--- src/rtl/imem_loader_pkg.sv ---
// Shared constants and state encoding for the instruction-memory loader.
package imem_loader_pkg;

    localparam logic [7:0] LOADER_SYNC = 8'hA5;

    typedef enum logic [2:0] {
        ST_IDLE = 3'd0,
        ST_SYNC = 3'd1,
        ST_LEN  = 3'd2,
        ST_HI   = 3'd3,
        ST_LO   = 3'd4,
        ST_CSUM = 3'd5,
        ST_DONE = 3'd6,
        ST_ERR  = 3'd7
    } loader_state_t;

endpackage

--- src/rtl/imem_loader_if.sv ---
// Byte-stream handshake from the host plus the instruction-memory write port.
interface imem_loader_if #(
    parameter int ADDR_W = 16
);
    logic              in_valid;
    logic [7:0]        in_data;
    logic              in_ready;
    logic              imem_we;
    logic [ADDR_W-1:0] imem_addr;
    logic [15:0]       imem_wdata;

    modport master (
        output in_valid, in_data,
        input  in_ready, imem_we, imem_addr, imem_wdata
    );

    modport slave (
        input  in_valid, in_data,
        output in_ready, imem_we, imem_addr, imem_wdata
    );
endinterface

--- src/rtl/imem_loader.sv ---
// Frame parser that assembles 16-bit words from host bytes, writes them to
// instruction memory and holds the CPU until a frame passes its checksum.
//
// state | meaning
// IDLE  | after reset, waiting for start
// SYNC  | dropping bytes until the 0xA5 sync byte
// LEN   | next byte is the word count N
// HI    | next byte is the high byte of a word
// LO    | next byte is the low byte; write issued the following cycle
// CSUM  | next byte is the 8-bit sum of all data bytes
// DONE  | frame accepted, CPU released
// ERR   | frame rejected (bad length or checksum), CPU held
module imem_loader
    import imem_loader_pkg::*;
#(
    parameter int              ADDR_W        = 16,
    parameter int              DEPTH         = 256,
    parameter int              BASE_ADDR     = 0,
    parameter bit              HOLD_AT_RESET = 1'b1
) (
    input  logic          clk,
    input  logic          rst_n,
    input  logic          start,
    imem_loader_if.slave  bus,
    output logic          cpu_hold,
    output logic          busy,
    output logic          done,
    output logic          error,
    output logic [7:0]    word_count
);

    // N is an 8-bit field, so any DEPTH of 255 or more never rejects on length.
    localparam int         DEPTH_LIM = (DEPTH > 255) ? 255 : DEPTH;
    localparam logic [7:0] DEPTH_MAX = 8'(DEPTH_LIM);

    loader_state_t     state_q, state_d;
    logic              ready;
    logic              xfer;
    logic [7:0]        hi_q;
    logic [7:0]        csum_q;
    logic [7:0]        len_q;
    logic [7:0]        word_count_q;
    logic              we_q;
    logic [ADDR_W-1:0] addr_q;
    logic [15:0]       wdata_q;
    logic              hold_q;
    logic              done_q;
    logic              error_q;

    always_ff @(posedge clk) begin
        if (!rst_n) state_q <= ST_IDLE;
        else        state_q <= state_d;
    end

    always_comb begin
        state_d = state_q;
        ready   = 1'b0;
        case (state_q)
            ST_SYNC, ST_LEN, ST_HI, ST_LO, ST_CSUM: ready = 1'b1;
            default: ready = 1'b0;
        endcase
        // A byte coinciding with start belongs to no frame.
        if (start) ready = 1'b0;
        xfer = bus.in_valid && ready;

        if (start) begin
            state_d = ST_SYNC;
        end else if (xfer) begin
            case (state_q)
                ST_SYNC: if (bus.in_data == LOADER_SYNC) state_d = ST_LEN;
                ST_LEN: begin
                    if (bus.in_data == 8'd0 || bus.in_data > DEPTH_MAX) state_d = ST_ERR;
                    else                                                 state_d = ST_HI;
                end
                ST_HI: state_d = ST_LO;
                ST_LO: begin
                    if (word_count_q + 8'd1 == len_q) state_d = ST_CSUM;
                    else                              state_d = ST_HI;
                end
                ST_CSUM: begin
                    if (bus.in_data == csum_q) state_d = ST_DONE;
                    else                       state_d = ST_ERR;
                end
                default: state_d = state_q;
            endcase
        end
    end

    always_ff @(posedge clk) begin
        if (!rst_n) begin
            hi_q         <= 8'd0;
            csum_q       <= 8'd0;
            len_q        <= 8'd0;
            word_count_q <= 8'd0;
            we_q         <= 1'b0;
            addr_q       <= ADDR_W'(BASE_ADDR);
            wdata_q      <= 16'd0;
            hold_q       <= HOLD_AT_RESET;
            done_q       <= 1'b0;
            error_q      <= 1'b0;
        end else begin
            we_q <= 1'b0;
            if (start) begin
                hold_q  <= 1'b1;
                done_q  <= 1'b0;
                error_q <= 1'b0;
            end else if (xfer) begin
                case (state_q)
                    ST_LEN: begin
                        if (state_d == ST_ERR) begin
                            error_q <= 1'b1;
                            hold_q  <= 1'b1;
                        end else begin
                            len_q        <= bus.in_data;
                            word_count_q <= 8'd0;
                            csum_q       <= 8'd0;
                        end
                    end
                    ST_HI: begin
                        hi_q   <= bus.in_data;
                        csum_q <= csum_q + bus.in_data;
                    end
                    ST_LO: begin
                        csum_q       <= csum_q + bus.in_data;
                        we_q         <= 1'b1;
                        wdata_q      <= {hi_q, bus.in_data};
                        addr_q       <= ADDR_W'(BASE_ADDR) + ADDR_W'(word_count_q);
                        word_count_q <= word_count_q + 8'd1;
                    end
                    ST_CSUM: begin
                        if (state_d == ST_DONE) begin
                            done_q <= 1'b1;
                            hold_q <= 1'b0;
                        end else begin
                            error_q <= 1'b1;
                            hold_q  <= 1'b1;
                        end
                    end
                    default: ;
                endcase
            end
        end
    end

    assign bus.in_ready   = ready;
    assign bus.imem_we    = we_q;
    assign bus.imem_addr  = addr_q;
    assign bus.imem_wdata = wdata_q;
    assign cpu_hold       = hold_q;
    assign done           = done_q;
    assign error          = error_q;
    assign word_count     = word_count_q;
    assign busy           = (state_q != ST_IDLE) && (state_q != ST_DONE) && (state_q != ST_ERR);

endmodule

--- src/flat_wrapper.sv ---
// flat-port wrapper written by rule: the top's interface ports become plain ports
module imem_loader_flat import imem_loader_pkg::*;
#(
    parameter int              ADDR_W        = 16,
    parameter int              DEPTH         = 256,
    parameter int              BASE_ADDR     = 0,
    parameter bit              HOLD_AT_RESET = 1'b1
)
  (clk, rst_n, start, cpu_hold, busy, done, error, word_count, bus_in_valid, bus_in_data, bus_in_ready, bus_imem_we, bus_imem_addr, bus_imem_wdata);
  imem_loader_if #(.ADDR_W(ADDR_W)) bus_i ();
  input  logic clk;
  input  logic rst_n;
  input  logic start;
  output logic cpu_hold;
  output logic busy;
  output logic done;
  output logic error;
  output logic [7:0] word_count;
  input wire logic [$bits(bus_i.in_valid)-1:0] bus_in_valid;
  input wire logic [$bits(bus_i.in_data)-1:0] bus_in_data;
  output wire logic [$bits(bus_i.in_ready)-1:0] bus_in_ready;
  output wire logic [$bits(bus_i.imem_we)-1:0] bus_imem_we;
  output wire logic [$bits(bus_i.imem_addr)-1:0] bus_imem_addr;
  output wire logic [$bits(bus_i.imem_wdata)-1:0] bus_imem_wdata;
  assign bus_i.in_valid = bus_in_valid;
  assign bus_i.in_data = bus_in_data;
  assign bus_in_ready = bus_i.in_ready;
  assign bus_imem_we = bus_i.imem_we;
  assign bus_imem_addr = bus_i.imem_addr;
  assign bus_imem_wdata = bus_i.imem_wdata;
  imem_loader #(.ADDR_W(ADDR_W), .DEPTH(DEPTH), .BASE_ADDR(BASE_ADDR), .HOLD_AT_RESET(HOLD_AT_RESET)) u_core (.clk(clk), .rst_n(rst_n), .start(start), .bus(bus_i), .cpu_hold(cpu_hold), .busy(busy), .done(done), .error(error), .word_count(word_count));
endmodule
--- config.mk ---
export PLATFORM = sky130hd
export DESIGN_NAME = imem_loader_flat
export DESIGN_NICKNAME = d
export VERILOG_FILES = /design/src/rtl/imem_loader_pkg.sv /design/src/rtl/imem_loader_if.sv /design/src/rtl/imem_loader.sv /design/src/flat_wrapper.sv
export SDC_FILE = /design/constraint.sdc
export NUM_CORES = 1
export LEC_CHECK = 0
export CORE_MARGIN = 4
export CORE_UTILIZATION = 38
export CTS_BUF_LIST = sky130_fd_sc_hd__clkbuf_16
export CTS_CLUSTER_SIZE = 20
export DETAILED_ROUTE_END_ITERATION = 6
export PLACE_DENSITY = 0.72
export RECOVER_POWER = 25
export SYNTH_ARGS = -nofsm -noshare
export SYNTH_HDL_FRONTEND = slang
export SYNTH_SLANG_ARGS = --single-unit
--- constraint.sdc ---
create_clock -name clk -period 3.2 [get_ports clk]
set_input_delay 0.48 -clock clk [delete_from_list [all_inputs] [get_ports clk]]
set_output_delay 0.48 -clock clk [all_outputs]
set_load 0.03 [all_outputs]
==> impl_metrics.env <==
export IMPL_grt_max_degree=41
export IMPL_drt_antenna_violating_nets=0
export IMPL_fin_nets=453
export IMPL_synth_cell_types=64
export IMPL_switching_share=0.243
export IMPL_gr_total_overflow=0
export IMPL_fin_ws_ns=0.554
export IMPL_internal_power_uw=1440
export IMPL_n_antenna_cell=0
export IMPL_synth_edf_count=0
export IMPL_r2r_end="u_core.csum_q[4]"
export IMPL_antenna_found_initial=0
export IMPL_yosysMostFrequentCell="nand2_1"
export IMPL_cts_path_max_buffers=2
export IMPL_cp_required_ns=2.72
export IMPL_clock_sinks=63
export IMPL_die_x_um=100
export IMPL_drive_gt1_frac=0.0984
export IMPL_syn_area_um2=3240
export IMPL_cap_violations=0
export IMPL_crit_path_end_kind="output pin"
export IMPL_h_tree_depth=3
export IMPL_grt_pass1_wl_um=13600
export IMPL_nFillCells=807
export IMPL_drc=0
export IMPL_worst_path_largest_cell_delay_ns=0.67
export IMPL_ys_seq_elements=63
export IMPL_initial_core_util=0.393
export IMPL_synth_flop_cell="dfxtp_1"
export IMPL_critPathTopFamily="buffers and inverters"
export IMPL_ys_warn_count=0
export IMPL_avgSynthCellArea_um2=8.36
export IMPL_fin_worst_skew_ns=0.00401
export IMPL_worst_hold_startpoint="u_core.bus.imem_addr[4]"
export IMPL_syn_inst=388
export IMPL_tightest_slew_ns=0.779
export IMPL_ff2ff_path_depth=5
export IMPL_insertion_delay_ns=0.33
export IMPL_synth_top_cells_by_area="dfxtp_1, nand2_1, a21oi_1, nand3_1, ha_1"
export IMPL_cts_hold_buf=0
export IMPL_irDropWorstVdd_mv=0.239
export IMPL_yosysSeqAreaShare=0.389
export IMPL_numPortBuffers=49
export IMPL_ys_async_sr_fraction=0
export IMPL_cpMaxStageDelayCell="clkdlybuf4s50_1"
export IMPL_rsz0062_at_grt="false"
export IMPL_dieArea_um2=10100
export IMPL_synth_top_cell_by_area="dfxtp_1"
export IMPL_clk_pin_slew_worst_paths_ns=0.05
export IMPL_whs_path_depth=2
export IMPL_rows=33
export IMPL_finalCritPeriodShare=0.827
export IMPL_regArea_um2=1260
export IMPL_max_clock_freq_mhz=378
export IMPL_grt_pass1_vias=2801
export IMPL_finalHoldViolCount=0
export IMPL_power_net_switching_uw=460
export IMPL_status="finished, final reports clean"
export IMPL_firstDrtPassIters=4
export IMPL_cp_arrival_ns=2.17
export IMPL_worstSetupPathType="flip-flop to output pin"
export IMPL_p_leak_uw=0.00158
export IMPL_numCtsBuffers=9
export IMPL_fp_coreArea_um2=8260
export IMPL_r2r_slack_ns=0.88
export IMPL_vias=2952
export IMPL_place_congestion=0.844
export IMPL_cts_tree="yes"
export IMPL_die_h_um=100
export IMPL_netlist_area_leader_share=0.389
export IMPL_wl_per_cell_um=14.9
export IMPL_drt_iter0_drc=212
export IMPL_worstPathCellList="nor3_1 > a21oi_1 > nor2b_1 > clkdlybuf4s50_1"
export IMPL_synthTopCellsByCount="nand2_1, dfxtp_1, a21oi_1"
export IMPL_drt_wl_total_um=8050
export IMPL_hold_class="flip-flop to flip-flop"
export IMPL_crit_buf_inv=1
export IMPL_clock_power_share=0.511
export IMPL_setup_viol=0
export IMPL_cts_root_buf="clkbuf_16"
export IMPL_pwr_share_comb=0.069
export IMPL_critical_path_max_fanout=14
export IMPL_multi_input_area_um2=1790
export IMPL_cts_setup_buffers=0
export IMPL_finalSetupTns_ns=0
export IMPL_grt_usage=0.169
export IMPL_area_growth_pct=25.1
export IMPL_timing_rr_start="u_core.state_q[1]"
export IMPL_worstSetupStartpointType="flip-flop"
export IMPL_pre_cts_ws_ns=0.318
export IMPL_io_pins=58
export IMPL_slew_headroom=0.481
export IMPL_drv_slew=0
export IMPL_avgViaCountPerCell=5.45
export IMPL_ctsResizeCount=0
export IMPL_fin_crit_ns=2.65
export IMPL_p_seq_frac=0.421
export IMPL_powerDensity_nw_per_um2=467
export IMPL_hold_end="u_core.bus.imem_addr[4]"
export IMPL_hpwl_um=5830
==> layer usage <==
| metal | track usage | vias up | part of all wire |
|---|---|---|---|
| met5 | 0 | - | 0 |
| met2 | 0.271 | 100 | 0.48 |
| met1 | 0.217 | 1389 | 0.44 |
| li1 | - | 1447 | - |
| met3 | 0.0410 | 16 | 0.060 |
| met4 | 0.0694 | 0 | 0.024 |
==> tightest hold or removal path, cell delays in order (launching register included) <==
cell and delay (ns):
dfxtp_1 0.30, nand2_1 0.05, a21oi_1 0.05
==> worst max-delay path by stage <==
stage                      start      endpoint  slack [ns]  cells after the start
6_report       u_core.state_q[1]  bus_in_ready        0.55                      4
3_5_place_dp      bus_in_data[3]  u_core.error        0.32                      7
5_1_grt        u_core.state_q[2]  bus_in_ready        0.43                      4
4_1_cts        u_core.state_q[1]  bus_in_ready        0.54                      4
3_3_place_gp      bus_in_data[3]  u_core.error        0.37                      7
2_1_floorplan  u_core.state_q[1]  bus_in_ready        1.12                      3
==> layout by cell type, fill, tap and decap left out, drive strengths merged, types with 2 or more instances in the layout <==
cell type / synthesis / layout
a211o: 2 / 2
inv: 7 / 8
nor4: 6 / 6
nor3: 6 / 6
buf: 22 / 7
nand2b: 3 / 3
nor2: 21 / 21
dfxtp: 63 / 63
conb: 1 / 8
nand2: 71 / 71
ha: 8 / 8
nand3: 23 / 23
nand3b: 5 / 5
o211ai: 3 / 3
or3: 3 / 3
clkinvlp: 0 / 2
clkbuf: 9 / 10
a211oi: 4 / 4
a21o: 3 / 3
and4: 3 / 3
mux2i: 8 / 8
a22o: 2 / 2
o21ai: 14 / 14
xor2: 5 / 5
a21oi: 51 / 51
nand4: 2 / 2
dlygate4sd3: 0 / 24
o2111ai: 2 / 2
or4: 3 / 3
and3: 4 / 4
nor2b: 3 / 3
a31oi: 2 / 2
clkdlybuf4s50: 0 / 25
xnor2: 10 / 10
clkinv: 0 / 3
==> through the flow <==
step / cells / power [uW] / instance area [um^2] / util / hold slack [ns]
finish: 542 / 1900 / 4060 / 0.491 / 0.451
global route: 542 / 1960 / 4060 / 0.491 / 0.469
CTS: 542 / 1910 / 4060 / 0.492 / 0.456
detailed placement: 526 / 944 / 3760 / 0.456 / 0.446
global placement: 526 / 943 / 3760 / 0.456 / 0.442
floorplan: 395 / 904 / 3270 / - / 0.431
==> power by group through the flow <==
stage,combinational [uW],sequential [uW],clock (uW)
after floorplan,95.1,809,0
after global placement,129,814,0
after detailed placement,129,814,0
after CTS,130,797,981
after global routing,142,798,1020
final,130,798,969
==> state kept, by name (all words and copies together) (netlist names) <==
register and cells:
u_core.state_q 3, u_core.bus.imem_wdata 16, u_core.cpu_hold 1, u_core.error 1, u_core.len_q 8, u_core.bus.imem_addr 8, u_core.csum_q 8, u_core.word_count 8
u_core.bus.imem_we 1, u_core.hi_q 8, u_core.done 1
==> area by class of cell <==
cell class              count  area share
inverters                   7     0.00709
flip-flops and latches     63       0.311
clock inverters             7      0.0179
multi-input cells         294       0.441
well taps                 105      0.0324
clock buffers               9      0.0555
repair buffers             57       0.135
==> kinds of logic (layout without fill, tap and decap cells) <==
family / after synthesis / after routing / share of synthesized area
AOI/OAI and AO/OA: 94 / 94 / 0.182
muxes: 8 / 8 / 0.0247
other: 1 / 8 / 0.00116
DFF: 63 / 63 / 0.389
and+or+nand+nor: 160 / 160 / 0.258
buffers and inverters: 38 / 80 / 0.0671
adders and majority gates: 9 / 9 / 0.0370
xor gates and xnor gates: 15 / 15 / 0.0405
Power figures use the tool's default switching activity.
==> patch 1: new RTL, config.mk and constraints unchanged <==
Encoding of `loader_state_t`: now one-hot (8 bits for 8 states).
--- a/src/rtl/imem_loader_pkg.sv
+++ b/src/rtl/imem_loader_pkg.sv
@@ -5,11 +5,11 @@
 
-    typedef enum logic [2:0] {
-        ST_IDLE = 3'd0,
-        ST_SYNC = 3'd1,
-        ST_LEN  = 3'd2,
-        ST_HI   = 3'd3,
-        ST_LO   = 3'd4,
-        ST_CSUM = 3'd5,
-        ST_DONE = 3'd6,
-        ST_ERR  = 3'd7
+    typedef enum logic [7:0] {
+        ST_IDLE = 8'b00000001,
+        ST_SYNC = 8'b00000010,
+        ST_LEN  = 8'b00000100,
+        ST_HI   = 8'b00001000,
+        ST_LO   = 8'b00010000,
+        ST_CSUM = 8'b00100000,
+        ST_DONE = 8'b01000000,
+        ST_ERR  = 8'b10000000
     } loader_state_t;
Function: no difference found for any inputs over 4 cycles, from zero or initial values and one cycle with rst_n low; so few cycles prove little.
==> patch 1 against the original RTL <==
Total power grew 10%. Highest routed layer unchanged. Via count is 8.3% higher. Synthesized cell count rose by 9.0%. Hold slack got worse by 2.1 ps. Worst setup slack worse by 270 ps. Routed wire length up 9.9%. Synthesized area increased by 5.3%. Non-clock buffer count rose by 7. Clock power increased by 17%. Cell area is 7.4% higher. Sequential cell count rose by 5. First-iteration DRC count fell by 25%. Global-route usage up 0.83 points.
==> patch 1: results (changes against the original RTL) <==
| Metric | Value |
|---|---|
| Status | `completed (unchanged)` |
| Maximum number of pins on one net before global-route repair | `46 (was 41)` |
| Detailed Place HPWL | `6270 um (was 5830 um)` |
| Pre-CTS setup slack | `363 ps (was 318 ps)` |
| First-pass DRT Iterations | `4 (unchanged)` |
| Hold-fix buffers, CTS | `0 (unchanged)` |
| Reg clk slew, reported paths | `60 ps` |
| Worst endpoint data arrival time | `2440 ps (was 2170 ps)` |
| R2r setup slk | `920 ps (was 880 ps)` |
| Ys async rst share | `0% (unchanged)` |
| Final Critical Period | `2920 ps (was 2650 ps)` |
| Max reg flops | `16 (unchanged)` |
| Initial DRC Count | `158 (was 212)` |
| CTS H-Tree Depth | `3 (unchanged)` |
| Global-route wire length before repair | `14800 um (was 13600 um)` |
| Per-cell routed wire length | `15.1 um (was 14.9 um)` |
| Port Buf Inserts | `49 (unchanged)` |
| Post-CTS setup buffers | `0 (unchanged)` |
| Worst-skew pair later-pin latency | `330 ps (about the same)` |
| Clk_skew | `8.20 ps (was 4.01 ps)` |
| Initial antenna violation count | `0 (unchanged)` |
| Top_reg_cell synth | `dfxtp_1 (unchanged)` |
| TritonCTS buffer count | `9 (unchanged)` |
| Post-CTS sizing | `0 (unchanged)` |
| Fillers | `828 (was 807)` |
| Top post-synthesis cells by count | `nand2_1 (77), dfxtp_1 (68), a21oi_1 (54) (was nand2_1 (71), dfxtp_1 (63), a21oi_1 (50))` |
| Routability Congestion | `0.900 (was 0.844)` |
| Share of layout cells above drive strength 1 | `7.55% (was 9.84%)` |
| Antenna diodes | `0 (unchanged)` |
| Worst-Margin Slew | `605 ps (was 779 ps)` |
| Seq/Total Area, Yosys | `39.9% (was 38.9%)` |
| Leakage | `1.69 nW (was 1.58 nW)` |
| Type of the most critical hold path | `flip-flop to flip-flop (unchanged)` |
| DRC Markers | `0 (unchanged)` |
| GR Util All Layers | `17.7% (was 16.9%)` |
| Synth top area cells | `dfxtp_1 (40%), nand2_1 (8.5%), a21oi_1 (7.9%), ha_1 (2.9%), xnor2_1 (2.8%) (was dfxtp_1 (39%), nand2_1 (8.2%), a21oi_1 (7.7%), nand3_1 (3.5%), ha_1 (3.1%))` |
| Nets | `493 (was 453)` |
| Vias in the first global route | `3009 (was 2801)` |
| Crit-path max FO | `10 (was 14)` |
| Clock buffer depth | `2 (unchanged)` |
| YS warnings | `0 (unchanged)` |
| Post-synth cell types | `55 (was 64)` |
| Vias | `3196 (was 2952)` |
| Root buf cell | `clkbuf_16 (unchanged)` |
| Maximum vdd drop | `0.223 mV (was 0.239 mV)` |
## patch 1: cell types whose count changed after synthesis, moves of 4 or more
cell,before,now
a21oi_1,50,54
clkbuf_1,9,17
dfxtp_1,63,68
inv_1,5,10
nand2_1,71,77
nand3_1,23,15
nor3_1,3,8
o21a_1,1,6
o21ai_0,4,13
o21ai_1,10,3
## patch 1: kinds of logic (layout without fill, tap and decap cells)
family / count (synthesis) / after routing / share of synthesized area, %
simple gates: 170 / 170 / 24.6
compound gates: 104 / 104 / 18.5
flops: 68 / 68 / 39.9
buf+inv: 43 / 90 / 5.90
xor+xnor: 19 / 19 / 4.87
fa+ha+maj: 9 / 9 / 3.52
mux: 9 / 9 / 2.64
other cells: 1 / 8 / 0.110
## patch 1: power by group
| group | total (mW) | internal (mW) | switching, mW |
|---|---|---|---|
| sequential | 0.852 | 0.849 | 0.00305 |
| clock | 1.13 | 0.759 | 0.375 |
| combinational | 0.108 | 0.0377 | 0.0703 |
## patch 1: worst max-delay path: stages (launching register included)
cell and delay (ps):
dfxtp_1 420, nor4_1 480, nand2_1 100, o31a_1 200, nor3_1 210, clkdlybuf4s50_1 700
## patch 1: final timing paths
| check | startpoint | to | depth (start not counted) |
|---|---|---|---|
| worst min register to register | u_core.bus.imem_wdata[7] | u_core.bus.imem_wdata[7] | 2 |
| worst min-delay path | u_core.bus.imem_wdata[7] | u_core.bus.imem_wdata[7] | 2 |
| worst max-delay path | u_core.state_q[2] | bus_in_ready | 5 |
| worst max register to register | u_core.state_q[1] | u_core.csum_q[4] | 6 |
## patch 1: stage by stage
stage          util (%)  hold slack, ps  std cells  cell area (um^2)  power [mW]
3_3_place_gp       46.0             438        569              4020       0.976
5_1_grt            50.0             467        585              4360        2.16
6_report           50.0             449        585              4360        2.09
4_1_cts            50.0             455        585              4360        2.11
2_1_floorplan         -             436        430              3440       0.937
3_5_place_dp       46.0             445        569              4020       0.977
## patch 1: final cells by class
class	count	area (um^2)	area share, %
repair buffers	64	603	13.8
clock buffers	9	225	5.17
multi-input cells	319	1880	43.1
inverters	10	37.5	0.862
clock inverters	7	116	2.67
well taps	108	135	3.10
flip-flops and latches	68	1360	31.2
## patch 1: layer usage
layer  global-route usage, %  up-vias  wire length [um]
li1                        -     1574                 -
met1                    22.4     1516              3830
met2                    29.8       93              4390
met3                    4.13       13               465
met4                    5.98        0               157
met5                       0        -                 0
==> patch 2: new RTL, same flow settings <==
Without the edit above. `ADDR_W` is set to 16 in 3 places; all go to 17.
--- a/src/rtl/imem_loader_if.sv
+++ b/src/rtl/imem_loader_if.sv
@@ -2,3 +2,3 @@
 interface imem_loader_if #(
-    parameter int ADDR_W = 16
+    parameter int ADDR_W = 17
 );
--- a/src/rtl/imem_loader.sv
+++ b/src/rtl/imem_loader.sv
@@ -15,3 +15,3 @@
 #(
-    parameter int              ADDR_W        = 16,
+    parameter int              ADDR_W        = 17,
     parameter int              DEPTH         = 256,
--- a/src/flat_wrapper.sv
+++ b/src/flat_wrapper.sv
@@ -3,3 +3,3 @@
 #(
-    parameter int              ADDR_W        = 16,
+    parameter int              ADDR_W        = 17,
     parameter int              DEPTH         = 256,
Ports: changed (resized bus_imem_addr); port bits go from 58 to 59. No check against the original RTL was run, so the function may have changed too.
==> patch 2 against the original RTL <==
Non-clock buffer count unchanged. Sequential cell count unchanged. Routed wire length is 3.3% higher. Total power rose by 3.2%. Cell area grew 0.40%. Synthesized cell count rose by 0.26%. The run now ends with max-capacitance violations, max-slew violations left. Clock power rose by 6%. Global-route usage increased by 0.54 points. Worst setup slack got worse by 73 ps. Die area is 0.22% higher. Critical path type is now primary input to flip-flop. Synthesized area up 0.23%. Sequential share of layout area down 0.12 points.
==> patch 2: results (changes against the original RTL) <==
| Metric | Value |
|---|---|
| Status | `finished with violations (was completed)` |
| Failing checks | `max-capacitance violations, max-slew violations` |
| Max incr delay on CP | `1240 ps (was 670 ps)` |
| Clk_skew | `7.15 ps (was 4.01 ps)` |
| Routability Congestion | `0.922 (was 0.844)` |
| Crit-path max FO | `39 (was 14)` |
| Vias per inst | `5.36 (was 5.45)` |
| Pre-CTS setup slack | `406 ps (was 318 ps)` |
| Routed WL | `8320 um (was 8050 um)` |
| First-pass DRT Iterations | `5 (was 4)` |
| Seq/Total Area, Yosys | `38.8% (was 38.9%)` |
| Placement Cell Area | `3770 um^2 (was 3760 um^2)` |
| Worst-Margin Slew | `1660 ps (was 779 ps)` |
| Wire length on met2 | `3880 um (was 3840 um)` |
| Global-route wire length before repair | `13900 um (was 13600 um)` |
| Synth top area cells | `dfxtp_1 (39%), nand2_1 (8.2%), a21oi_1 (7.7%), nand3_1 (3.5%), ha_1 (3.1%) (unchanged)` |
| Share of layout cells above drive strength 1 | `9.13% (was 9.84%)` |
| Fillers | `805 (was 807)` |
| Maximum vdd drop | `0.395 mV (was 0.239 mV)` |
| Detailed Place HPWL | `5810 um (was 5830 um)` |
| Final hold slack | `450 ps (was 451 ps)` |
| Cell count after synthesis | `389 (was 388)` |
| Worst r2r dst | `u_core.state_q[2] (was u_core.csum_q[4])` |
| Cell Int Power | `1.51 mW (was 1.44 mW)` |
| Initial DRC Count | `189 (was 212)` |
| Leakage | `1.58 nW (about the same)` |
| R2r setup slk | `1020 ps (was 880 ps)` |
| Initial antenna violation count | `0 (unchanged)` |
| Fin. max-slew vios | `40 (was 0)` |
| Worst Slack Setup Final | `481 ps (was 554 ps)` |
| Placed Instances | `527 (was 526)` |
| Maximum number of pins on one net before global-route repair | `40 (was 41)` |
| Per-cell routed wire length | `15.3 um (was 14.9 um)` |
| Nets | `454 (was 453)` |
| Max-Cap Viols | `1 (was 0)` |
[patch 2: power groups by stage]
stage | Clock (mW) | Combinational [mW] | Sequential, mW
after detailed placement | 0 | 0.133 | 0.814
after global placement | 0 | 0.130 | 0.814
after floorplan | 0 | 0.0976 | 0.809
after CTS | 1.04 | 0.133 | 0.798
after global routing | 1.09 | 0.143 | 0.798
final | 1.03 | 0.132 | 0.798
[patch 2: worst max-delay path by stage]
stage	start	to	cells past startpoint
2_1_floorplan	u_core.state_q[1]	bus_in_ready	3
3_3_place_gp	bus_in_data[0]	u_core.csum_q[6]	8
3_5_place_dp	bus_in_data[0]	u_core.csum_q[6]	8
4_1_cts	u_core.state_q[1]	bus_in_ready	4
5_1_grt	rst_n	u_core.hi_q[2]	5
6_report	rst_n	u_core.hi_q[1]	5
[patch 2: metal layers]
layer	up-vias	GRT usage [%]
met2	95	27.4
met5	-	0
met3	14	4.98
li1	1443	-
met4	0	6.53
met1	1361	22.7
[patch 2: cell families (layout without fill, tap and decap cells)]
logic type | after synthesis | in the layout | synth area share (%)
AOI/OAI and AO/OA | 94 | 94 | 18.2
xor gates and xnor gates | 15 | 15 | 4.04
buffers and inverters | 39 | 80 | 6.93
DFF | 63 | 63 | 38.8
other | 1 | 9 | 0.115
and+or+nand+nor | 160 | 160 | 25.8
adders and majority gates | 9 | 9 | 3.70
muxes | 8 | 8 | 2.46
[patch 2: cell type report]
cell class | count | area share (%)
Multi-Input combinational cell | 295 | 44.0
Sequential cell | 63 | 31.0
Timing Repair Buffer | 57 | 13.4
Clock buffer | 9 | 5.53
Tap cell | 105 | 3.22
Clock inverter | 7 | 2.18
Inverter | 7 | 0.706
[patch 2: critical path: cells and delay by family]
family | cells | cell delay, ps
simple gates | 1 | 120
buf+inv | 4 | 2230
